$ cat config.mk
export PLATFORM = sky130hd
export DESIGN_NAME = key_debounce_scan
export DESIGN_NICKNAME = d
export VERILOG_FILES = /design/src/rtl/key_debounce_scan.sv
export SDC_FILE = /design/constraint.sdc
export NUM_CORES = 1
export LEC_CHECK = 0
export CELL_PAD_IN_SITES_DETAIL_PLACEMENT = 0
export CELL_PAD_IN_SITES_GLOBAL_PLACEMENT = 1
export CORE_MARGIN = 4
export CORE_UTILIZATION = 44
export CTS_CLUSTER_DIAMETER = 30
export DETAILED_ROUTE_END_ITERATION = 16
export PLACE_DENSITY = 0.76
export REMOVE_ABC_BUFFERS = 1
export SYNTH_ARGS = -nofsm -noshare
export SYNTH_HDL_FRONTEND = slang
export SYNTH_SLANG_ARGS = --single-unit
$ cat constraint.sdc
create_clock -name clk -period 2 [get_ports clk]
set_clock_uncertainty 0.05 [all_clocks]
set_input_delay 0.3 -clock clk [delete_from_list [all_inputs] [get_ports clk]]
set_output_delay 0.3 -clock clk [all_outputs]
set_load 0.02 [all_outputs]
$ cat src/rtl/key_debounce_scan.sv
// key_debounce_scan
// Conditions raw keyboard contacts into the clean KEYBOARD bus:
//   2-flop synchroniser -> per-key debounce counter -> stable state,
//   one-cycle press/release events, and a registered lowest-held-key encoder.
// Build option: define KEY_AUTOREPEAT_EN to add an auto-repeat timer that
// follows the lowest held key; without it key_repeat is tied low.
module key_debounce_scan #(
    parameter int NKEYS        = 13,
    parameter int DB_CYCLES    = 250000,
    parameter int REPEAT_DELAY = 25000000,
    parameter int REPEAT_RATE  = 5000000
) (
    input  logic             clk,
    input  logic             reset_n,
    input  logic [NKEYS-1:0] key_raw,
    output logic [NKEYS-1:0] key_stable,
    output logic [NKEYS-1:0] key_press,
    output logic [NKEYS-1:0] key_release,
    output logic             any_key,
    output logic [3:0]       low_key_idx,
    output logic             low_key_valid,
    output logic             key_repeat
);

    localparam int            CW      = $clog2(DB_CYCLES);
    localparam logic [CW-1:0] DB_LAST = CW'(DB_CYCLES - 1);

    // Reject configurations the counters cannot represent.
    if (NKEYS < 1 || NKEYS > 16 || DB_CYCLES < 2 ||
        REPEAT_DELAY < 1 || REPEAT_RATE < 1) begin : g_bad_params
        $error("key_debounce_scan: parameter out of range");
    end

    logic [NKEYS-1:0] sync1_q;
    logic [NKEYS-1:0] sync2_q;
    logic [CW-1:0]    db_cnt_q [NKEYS];
    logic [CW-1:0]    db_cnt_d [NKEYS];
    logic [NKEYS-1:0] stable_q;
    logic [NKEYS-1:0] stable_d;
    logic [NKEYS-1:0] press_q;
    logic [NKEYS-1:0] release_q;
    logic             any_key_q;
    logic [3:0]       low_idx_q;
    logic             low_valid_q;
    logic [3:0]       enc_idx;
    logic             enc_valid;

    // Two-stage synchroniser for the asynchronous contacts.
    always_ff @(posedge clk or negedge reset_n) begin
        if (!reset_n) begin
            sync1_q <= '0;
            sync2_q <= '0;
        end else begin
            sync1_q <= key_raw;
            sync2_q <= sync1_q;
        end
    end

    // Per-key debounce: count consecutive disagreeing cycles, flip on the last one.
    always_comb begin
        stable_d = stable_q;
        for (int i = 0; i < NKEYS; i++) begin
            db_cnt_d[i] = '0;
            if (sync2_q[i] != stable_q[i]) begin
                if (db_cnt_q[i] == DB_LAST) begin
                    stable_d[i] = ~stable_q[i];
                end else begin
                    db_cnt_d[i] = db_cnt_q[i] + CW'(1);
                end
            end
        end
    end

    // Debounce state and edge events; events share the edge that flips the stable bit.
    always_ff @(posedge clk or negedge reset_n) begin
        if (!reset_n) begin
            for (int i = 0; i < NKEYS; i++) begin
                db_cnt_q[i] <= '0;
            end
            stable_q  <= '0;
            press_q   <= '0;
            release_q <= '0;
        end else begin
            for (int i = 0; i < NKEYS; i++) begin
                db_cnt_q[i] <= db_cnt_d[i];
            end
            stable_q  <= stable_d;
            press_q   <= stable_d & ~stable_q;
            release_q <= ~stable_d & stable_q;
        end
    end

    // Lowest-index priority encoder over the debounced state.
    always_comb begin
        enc_idx = '0;
        for (int i = NKEYS - 1; i >= 0; i--) begin
            if (stable_q[i]) begin
                enc_idx = 4'(i);
            end
        end
    end

    assign enc_valid = |stable_q;

    // Encoder outputs are registered, so they trail key_stable by one cycle.
    always_ff @(posedge clk or negedge reset_n) begin
        if (!reset_n) begin
            any_key_q   <= 1'b0;
            low_idx_q   <= '0;
            low_valid_q <= 1'b0;
        end else begin
            any_key_q   <= enc_valid;
            low_idx_q   <= enc_idx;
            low_valid_q <= enc_valid;
        end
    end

`ifdef KEY_AUTOREPEAT_EN
    localparam int            RMAX      = (REPEAT_DELAY > REPEAT_RATE) ? REPEAT_DELAY : REPEAT_RATE;
    localparam int            TW        = $clog2(RMAX + 1);
    localparam logic [TW-1:0] RPT_FIRST = TW'(REPEAT_DELAY - 1);
    localparam logic [TW-1:0] RPT_NEXT  = TW'(REPEAT_RATE - 1);

    logic [TW-1:0] rpt_tmr_q;
    logic [TW-1:0] rpt_tmr_d;
    logic          rpt_q;
    logic          rpt_d;
    logic          rpt_restart;

    // Restart on the same edge that low_key_valid rises or low_key_idx changes,
    // so the first pulse lands exactly REPEAT_DELAY cycles after that update.
    assign rpt_restart = enc_valid && (!low_valid_q || (enc_idx != low_idx_q));

    // Down-counting repeat timer; terminal count emits a pulse and reloads the rate.
    always_comb begin
        rpt_tmr_d = rpt_tmr_q;
        rpt_d     = 1'b0;
        if (!enc_valid) begin
            rpt_tmr_d = '0;
        end else if (rpt_restart) begin
            rpt_tmr_d = RPT_FIRST;
        end else if (rpt_tmr_q == '0) begin
            rpt_d     = 1'b1;
            rpt_tmr_d = RPT_NEXT;
        end else begin
            rpt_tmr_d = rpt_tmr_q - TW'(1);
        end
    end

    // Repeat timer and pulse registers.
    always_ff @(posedge clk or negedge reset_n) begin
        if (!reset_n) begin
            rpt_tmr_q <= '0;
            rpt_q     <= 1'b0;
        end else begin
            rpt_tmr_q <= rpt_tmr_d;
            rpt_q     <= rpt_d;
        end
    end

    assign key_repeat = rpt_q;
`else
    assign key_repeat = 1'b0;
`endif

    assign key_stable    = stable_q;
    assign key_press     = press_q;
    assign key_release   = release_q;
    assign any_key       = any_key_q;
    assign low_key_idx   = low_idx_q;
    assign low_key_valid = low_valid_q;

endmodule
---- Yosys cells after proc, flatten, opt, wreduce, memory -nomap -nowiden ----
Index checks and enable logic that the tools add are counted.
storage, ports and cells
  word-level logic and storage cells ...... 142
  output and inout bits ................... 46
  register bits after elaboration ......... 304
  bits of input ports ..................... 15
operators by class
  muxes and demuxes ....................... 65
  $add $sub $neg .......................... 13
  reduce and logical (&&, ||, !) cells .... 1
  eq/ne operators ......................... 26
  bitwise operators ....................... 17
operators with widths
  operator                 number
  $mux W18                 26
  $add A18 B1 Y18 const B  13
  $eq A18 B18 Y1 const B   13
  $mux W4                  13
  $and A13 B13 Y13         2
  $mux W1                  26
  $not A13 Y13             2
  $ne A1 B1 Y1             13
  $not A1 Y1               13
  $reduce_or A13 Y1        1

---- Depth between registers and ports, before layout ----
Gate-level depths: netlist (run 1).
  depth after elaboration ................. 13
  depth in mapped cells ................... 6
  depth with buffers taken out ............ 5

---- Worst setup path before layout (run 1) ----
No wires, ideal clock.
  path kind ............................... flip-flop to flip-flop
  start point ............................. reg db_cnt_q[229] in the netlist's numbering
  end point ............................... reg stable_q[0] (netlist: key_stable[0])
  arrival ................................. 1,969 ps
  data required time ...................... 1,825 ps
  period minus slack after synthesis ...... 2,144 ps
  cell stages (with the launch flop) ...... 5
  path buffers ............................ 0
  library setup time ...................... 125 ps
  setup slack ............................. -144 ps
  cell sequence ........................... dfrtp_1 > or4b_1 > or4_4 > or2_4 > mux2_4
between the ends
  word-level cells in the longest chain between the ends .. 3
RTL lines
  element                            RTL line  RTL
  from (decl)                        36        logic [CW-1:0] db_cnt_q [NKEYS];
  from (signal, indexed assignment)  85        db_cnt_q[i] <= db_cnt_d[i];
  $eq A18 B18 Y1                     65        if (db_cnt_q[i] == DB_LAST) begin
  $mux W1                            65
  $mux W1                            64        if (sync2_q[i] != stable_q[i]) begin
  via stable_d[0]                    39        logic [NKEYS-1:0] stable_d;
  to (signal assigned)               87        stable_q <= stable_d;
  to (decl)                          38        logic [NKEYS-1:0] stable_q;
The timed path passes the listed nets, and every way through them passes these cells.

---- Final worst setup path (run 1) ----
Ends and elaborated chain as after synthesis.

==> results.sh, run 1 <==
export IMPL_synth_compound_area_frac=0.02976
export IMPL_root_buffer="clkbuf_16"
export IMPL_synth_simple_gate_area_frac=0.2605
export IMPL_vdd_drop_max_mv=0.9414
export IMPL_clock_latency_ps=570
export IMPL_cts_tree="done"
export IMPL_core_area_um2=31560
export IMPL_min_path_type="in2reg"
export IMPL_drive_gt1_frac=0.1730
export IMPL_hold_violations=0
export IMPL_design_die_area_um2=34930
export IMPL_antennaDiodeCount=0
export IMPL_synth_async_reset_ratio=1.000
export IMPL_dr_pass1_iters=4
export IMPL_synth_cell_types=50
export IMPL_synth_top_family_by_area="simple AND/OR/NAND/NOR gates"
export IMPL_final_common_cell="dfrtp_1"
export IMPL_worst_ep_arrival_time_ps=2520
export IMPL_vias_per_cell=5.262
export IMPL_leakage_nw=7.836
export IMPL_hpwl_mm=20.42
export IMPL_grt_pass1_vias=10935
export IMPL_antenna_found_initial=0
export IMPL_fillers=2619
export IMPL_synth_seq_cells=304
export IMPL_seq_area_frac_synth=0.5402
export IMPL_grt_use_total=0.1801
export IMPL_endpoint_kind="register"
export IMPL_dp_cells=1913
export IMPL_crit_chain="or4b_1 -> or4_4 -> or2_4 -> mux2_4"
export IMPL_initial_utilization=0.4463
export IMPL_startpoint="db_cnt_q[229]"
export IMPL_rows=65
export IMPL_routed_wl_mm=30.90
export IMPL_wl_per_cell_um=15.08
export IMPL_design_area_um2=18830
export IMPL_chipWidth_um=186.9
export IMPL_rsz0062_at_grt="true"
export IMPL_gr_total_overflow=0
export IMPL_finalWorstSetupSlack_ps=-127.7
export IMPL_htreeDepth=3
export IMPL_min_period_over_period=1.064
export IMPL_synth_edf_count=0
export IMPL_synth_xor_area_frac=0.1213
export IMPL_ys_flop_type="dfrtp_1"
export IMPL_max_freq_ghz=0.4700
export IMPL_synthAdderAreaFrac=0.01155
export IMPL_num_vias=10782
export IMPL_period_minus_slack_ps=2128
export IMPL_worstHoldStart="key_raw[3]"
export IMPL_clkTransAtPathRegs_ps=40
export IMPL_synthMuxAreaShare=0.01706
export IMPL_synth_cells=1368
export IMPL_nets=1617
export IMPL_ios=61
export IMPL_power_density_nw_per_um2=1056
export IMPL_grt_pass1_wl_mm=53.45
export IMPL_slowest_stage="or4_4"
export IMPL_drt_iter0_drc=639
export IMPL_dpl_cell_area_um2=15980
export IMPL_dieHeight_um=186.9
export IMPL_status="finished with violations"
export IMPL_layoutNonFillerInstCount=2049
export IMPL_syn2layout_area_growth_pct=33.71
export IMPL_cp_slowest_stage_delay_ps=530
export IMPL_syn_area_um2=14080
export IMPL_io_buffer_count=59
export IMPL_cts_sinks=304
export IMPL_cts_buffers=72
export IMPL_cap_violations=0
export IMPL_crit_type="reg2reg"
export IMPL_cp_num_buf_inv=0
export IMPL_path_delay_family="simple AND/OR/NAND/NOR gates"
export IMPL_critPathMaxFanout=4
export IMPL_drv_slew=0
export IMPL_required_ps=2390
export IMPL_clockBufferDepth=3
export IMPL_grt_max_degree=53
export IMPL_worstSetupStartpointType="register"
export IMPL_gp_congestion=0.7998
export IMPL_final_cell_mix="dfrtp_1 (300), nor2_1 (225), xnor2_1 (132), buf_4 (107), nand3_1 (82)"
export IMPL_syn_mean_instance_area_um2=10.29
export IMPL_antenna_left=0
export IMPL_yosysWarningCount=0
export IMPL_drcViolationCount=0
export IMPL_setup_viol_count_final=20
export IMPL_violations="setup timing"
export IMPL_timing_rr_start="db_cnt_q[229]"
-- where the power goes --
| part | internal, mW | switching [mW] |
|---|---|---|
| clock | 9.42 | 3.68 |
| combinational | 0.166 | 0.266 |
| sequential | 6.26 | 0.0872 |
-- cell type report --
cell class                 instances  area, um^2  share of cell area
sequential                       304        7612              0.4043
multi-input combinational        995        6256              0.3322
clock buffer                      92        2041              0.1084
timing repair buffer             176        1548             0.08220
clock inverter                    40       719.4             0.03821
tap                              402       503.0             0.02671
inverter                          40       150.1            0.007974
-- flip-flops by register name, summed over array words and instances, names as in the netlist --
register       count
sync1_q           13
low_key_valid      1
key_stable        13
key_release       13
key_press         13
db_cnt_q         234
sync2_q           13
low_key_idx        4
-- stage by stage --
stage	hold WS [ps]	util	setup WS [ps]	TNS, ps	power [mW]
detailed placement	209.9	0.5065	-128.8	-1439	6.878
finish	126.6	0.5967	-127.7	-1685	19.88
global placement	207.9	0.5065	-126.5	-1420	6.869
CTS	94.50	0.5944	-133.3	-1698	20.18
floorplan	-45.59	-	-144.5	-4281	6.580
global route	95.06	0.5967	-158.3	-2900	20.60
-- worst register-to-register path: stages, from the launching register on --
cell,delay [ps]
dfrtp_1,370
or4b_1,510
or4_4,530
or2_4,260
mux2_4,300
-- synth_stat cells, types with 2 or more instances --
cell,n,share of area
dfrtp_1,304,0.54
nor2_1,226,0.060
xnor2_1,132,0.082
nand3_1,82,0.029
nand4_1,79,0.035
nor4_1,69,0.031
xor2_1,63,0.039
nand2_1,61,0.016
nor3_1,44,0.016
inv_1,40,0.011
nor3b_1,29,0.015
and3_1,22,0.0098
clkbuf_1,22,0.0059
a21oi_1,21,0.0075
or4_1,21,0.011
and4_1,15,0.0093
ha_1,13,0.012
o31ai_1,13,0.0069
mux2_2,11,0.0088
nor4b_1,10,0.0062
o21ai_0,10,0.0036
or3_1,10,0.0044
mux2i_1,9,0.0064
o21ai_1,8,0.0028
or2_2,5,0.0022
nand3b_1,4,0.0021
nand4b_1,4,0.0025
a31oi_1,3,0.0013
and2_1,3,0.0013
buf_4,3,0.0016
nand2b_1,3,0.0013
nor2b_1,3,0.0013
nor4bb_1,3,0.0021
o41ai_2,3,0.0035
buf_1,2,0.00053
buf_2,2,0.00071
o21ai_2,2,0.0012
or4b_1,2,0.0014
-- logic make-up (layout without fill, tap and decap cells) --
kind of cell,count (synthesis),count (layout)
and+or+nand+nor,699,699
DFF,304,304
xor gates and xnor gates,195,195
buffers and inverters,69,348
AOI/OAI and AO/OA,65,65
muxes,22,22
adders and majority gates,13,13
other,1,1
-- final timing paths --
check	to	slack, ps	depth (start not counted)
setup / recovery	key_stable[0]	-130	4
max in group asynchronous	db_cnt_q[159]	1050	3
hold reg to reg	sync2_q[0]	300	0
setup reg to reg	key_stable[0]	-130	4
min in group asynchronous	db_cnt_q[120]	220	2
hold / removal	sync1_q[3]	130	1
-- timing repair --
action                                 CTS  global route
setup endpoints to repair               35            33
pin swaps                                0             1
hold buffers                             1             0
resized for setup                       20            11
gates cloned                             0             0
setup buffers                            0             3
endpoints found under the hold margin   62             0
-- per-layer routing --
layer | part of all wire | global-route usage | vias to the layer above
met5 | 0 | 0 | -
met4 | 0.025 | 0.05916 | 0
met3 | 0.040 | 0.04647 | 63
met2 | 0.46 | 0.2796 | 162
met1 | 0.48 | 0.2492 | 5215
li1 | - | - | 5342
No activity file was read; power rests on OpenSTA's default activity.
==> run 2, diff against run 1 <==
--- a/config.mk
+++ b/config.mk
@@ -5,12 +5,14 @@
 export SDC_FILE = /design/constraint.sdc
 export NUM_CORES = 1
 export LEC_CHECK = 0
+export CAP_MARGIN = 20
 export CELL_PAD_IN_SITES_DETAIL_PLACEMENT = 0
 export CELL_PAD_IN_SITES_GLOBAL_PLACEMENT = 1
 export CORE_MARGIN = 4
 export CORE_UTILIZATION = 44
 export CTS_CLUSTER_DIAMETER = 30
 export DETAILED_ROUTE_END_ITERATION = 16
+export GPL_ROUTABILITY_DRIVEN = 0
 export PLACE_DENSITY = 0.76
 export REMOVE_ABC_BUFFERS = 1
 export SYNTH_ARGS = -nofsm -noshare
==> results of run 2 <==
Final layout, timing and power as in run 1 (identical DEF).
==> run 3, diff against run 2 <==
--- a/config.mk
+++ b/config.mk
@@ -9,11 +9,11 @@
 export CELL_PAD_IN_SITES_DETAIL_PLACEMENT = 0
 export CELL_PAD_IN_SITES_GLOBAL_PLACEMENT = 1
 export CORE_MARGIN = 4
-export CORE_UTILIZATION = 44
+export CORE_UTILIZATION = 42
 export CTS_CLUSTER_DIAMETER = 30
 export DETAILED_ROUTE_END_ITERATION = 16
 export GPL_ROUTABILITY_DRIVEN = 0
-export PLACE_DENSITY = 0.76
+export PLACE_DENSITY = 0.74
 export REMOVE_ABC_BUFFERS = 1
 export SYNTH_ARGS = -nofsm -noshare
 export SYNTH_HDL_FRONTEND = slang
==> run 3 against run 2 <==
Maximum frequency shrank 0.52%. Largest cell class unchanged. Combinational power fell by 4%. Die area increased by 4.6%. Clock power hardly changed. Non-clock buffer count is the same. The run still ends with setup timing left. Wire length shrank 1.4%. Cell count is 2.3% higher. Utilization decreased by 2.1 points. Design area is 0.27% higher. Count of clock-buffer cells in the layout decreased by 1. Critical path depth unchanged. Setup slack worse by 11 ps.
==> results.sh, run 3 (same netlist as run 1, synthesis figures left out) <==
export IMPL_p_clk_frac=0.656
export IMPL_min_period_over_period=1.069
export IMPL_dieHeight_um=191.1
export IMPL_period_minus_slack_ps=2139
export IMPL_wl_per_cell_um=14.53
export IMPL_violations="setup timing"
export IMPL_drive_gt1_frac=0.1837
export IMPL_cp_num_buf_inv=0
export IMPL_p_comb_frac=0.021
export IMPL_design_die_area_um2=36520
export IMPL_core_area_um2=32780
export IMPL_rows=66
export IMPL_critPathMaxFanout=3
export IMPL_grt_pass1_vias=11145
export IMPL_crit_chain="or4b_1 -> or4_4 -> or2_4 -> mux2_4"
export IMPL_worst_slew_pin_slew_ps=537.5
export IMPL_power_frac_seq=0.323
export IMPL_slowest_stage="or4_4"
export IMPL_dr_pass1_iters=5
export IMPL_final_common_cell="dfrtp_1"
export IMPL_worst_ep_arrival_time_ps=2520
export IMPL_fillers=2751
export IMPL_worstSetupStartpointType="register"
export IMPL_clockBufferDepth=3
export IMPL_leakage_nw=7.859
export IMPL_rsz0062_at_grt="true"
export IMPL_cts_buffers=77
export IMPL_largest_register_ffs=234
export IMPL_grt_pass1_wl_mm=53.50
export IMPL_clkTransAtPathRegs_ps=50
export IMPL_grt_use_total=0.1745
export IMPL_root_buffer="clkbuf_16"
export IMPL_cts_sinks=304
export IMPL_antenna_left=0
export IMPL_drv_slew=0
export IMPL_routed_wl_mm=30.46
export IMPL_vdd_drop_max_mv=0.8453
export IMPL_min_path_type="in2async"
export IMPL_setup_viol_count_final=20
export IMPL_power_density_nw_per_um2=1043
export IMPL_cp_slowest_stage_delay_ps=530
export IMPL_place_ws_ps=-190.5
export IMPL_max_freq_ghz=0.4675
export IMPL_path_delay_family="simple AND/OR/NAND/NOR gates"
export IMPL_regMostFlops="db_cnt_q"
export IMPL_gr_total_overflow=0
export IMPL_max_slew_margin=0.6417
export IMPL_cts_tree="done"
export IMPL_hpwl_mm=20.31
export IMPL_internal_power_mw=15.60
export IMPL_final_cell_mix="dfrtp_1 (297), nor2_1 (224), xnor2_1 (132), buf_4 (110), nand3_1 (82)"
export IMPL_cap_violations=0
export IMPL_syn2layout_area_growth_pct=34.07
export IMPL_switching_power_mw=4.086
export IMPL_endpoint_kind="register"
export IMPL_drcViolationCount=0
export IMPL_dpl_cell_area_um2=15990
export IMPL_final_util=0.5759
export IMPL_chipWidth_um=191.1
export IMPL_status="finished with violations"
export IMPL_vias_per_cell=5.178
export IMPL_switching_share=0.2076
export IMPL_clock_latency_ps=560
export IMPL_required_ps=2380
export IMPL_design_area_um2=18880
export IMPL_antenna_found_initial=0
export IMPL_io_buffer_count=59
export IMPL_num_vias=10859
export IMPL_antennaDiodeCount=0
export IMPL_hold_violations=0
export IMPL_htreeDepth=3
export IMPL_initial_utilization=0.4295
export IMPL_nets=1622
export IMPL_drt_iter0_drc=663
export IMPL_crit_type="reg2reg"
export IMPL_total_power_mw=19.68
export IMPL_ios=61
export IMPL_whs_ps=139.4
export IMPL_finalWorstSetupSlack_ps=-138.8
export IMPL_grt_max_degree=98
-- run 3: worst register-to-register path, stage by stage (launching register included) --
cell and delay (ps):
dfrtp_1 360, or4b_1 520, or4_4 530, or2_4 260
mux2_4 300
-- run 3: stage by stage --
step / std cells / setup TNS (ps)
after floorplan: 1339 / -4281
after global placement: 1953 / -363.5
after detailed placement: 1953 / -461.1
after CTS: 2096 / -1928
after global routing: 2097 / -2909
final: 2097 / -1719
-- run 3: timing repair --
item / CTS / global route
pin swaps: 4 / 4
setup endpoints to repair: 16 / 35
gates resized for setup: 21 / 19
endpoints found under the hold margin: 304 / 0
hold buffers: 1 / 0
setup buffers: 2 / 1
-- run 3: area by class of cell --
class / count / area, um^2 / share of cell area
clock buffers: 91 / 2145 / 0.1136
well taps: 442 / 553.0 / 0.02929
inverters: 40 / 150.1 / 0.007953
flip-flops and latches: 304 / 7616 / 0.4034
clock inverters: 49 / 616.8 / 0.03267
repair buffers: 176 / 1514 / 0.08019
multi-input cells: 995 / 6285 / 0.3329
-- run 3: power groups by stage --
stage	Sequential (mW)	Combinational, mW	Clock (mW)
floorplan	6.42	0.159	0
global placement	6.44	0.422	0
detailed placement	6.44	0.423	0
CTS	6.35	0.429	13.2
global route	6.36	0.488	13.6
finish	6.35	0.416	12.9
-- run 3: path summary, 6_finish.rpt --
kind / startpoint / end / slack, ps / cells after the start
setup reg to reg: db_cnt_q[220] / key_stable[0] / -140 / 4
hold reg to reg: sync1_q[9] / sync2_q[9] / 290 / 0
min in group clk: key_raw[4] / sync1_q[4] / 140 / 1
setup / recovery: db_cnt_q[220] / key_stable[0] / -140 / 4
hold / removal: reset_n / db_cnt_q[147] / 140 / 2
max in group asynchronous: reset_n / key_stable[0] / 960 / 3
-- run 3: layer usage --
metal  GRT usage  wire length, um
met2      0.2699            13910
met5           0                0
met1      0.2410            14500
met4     0.05939              631
met3     0.04438             1420
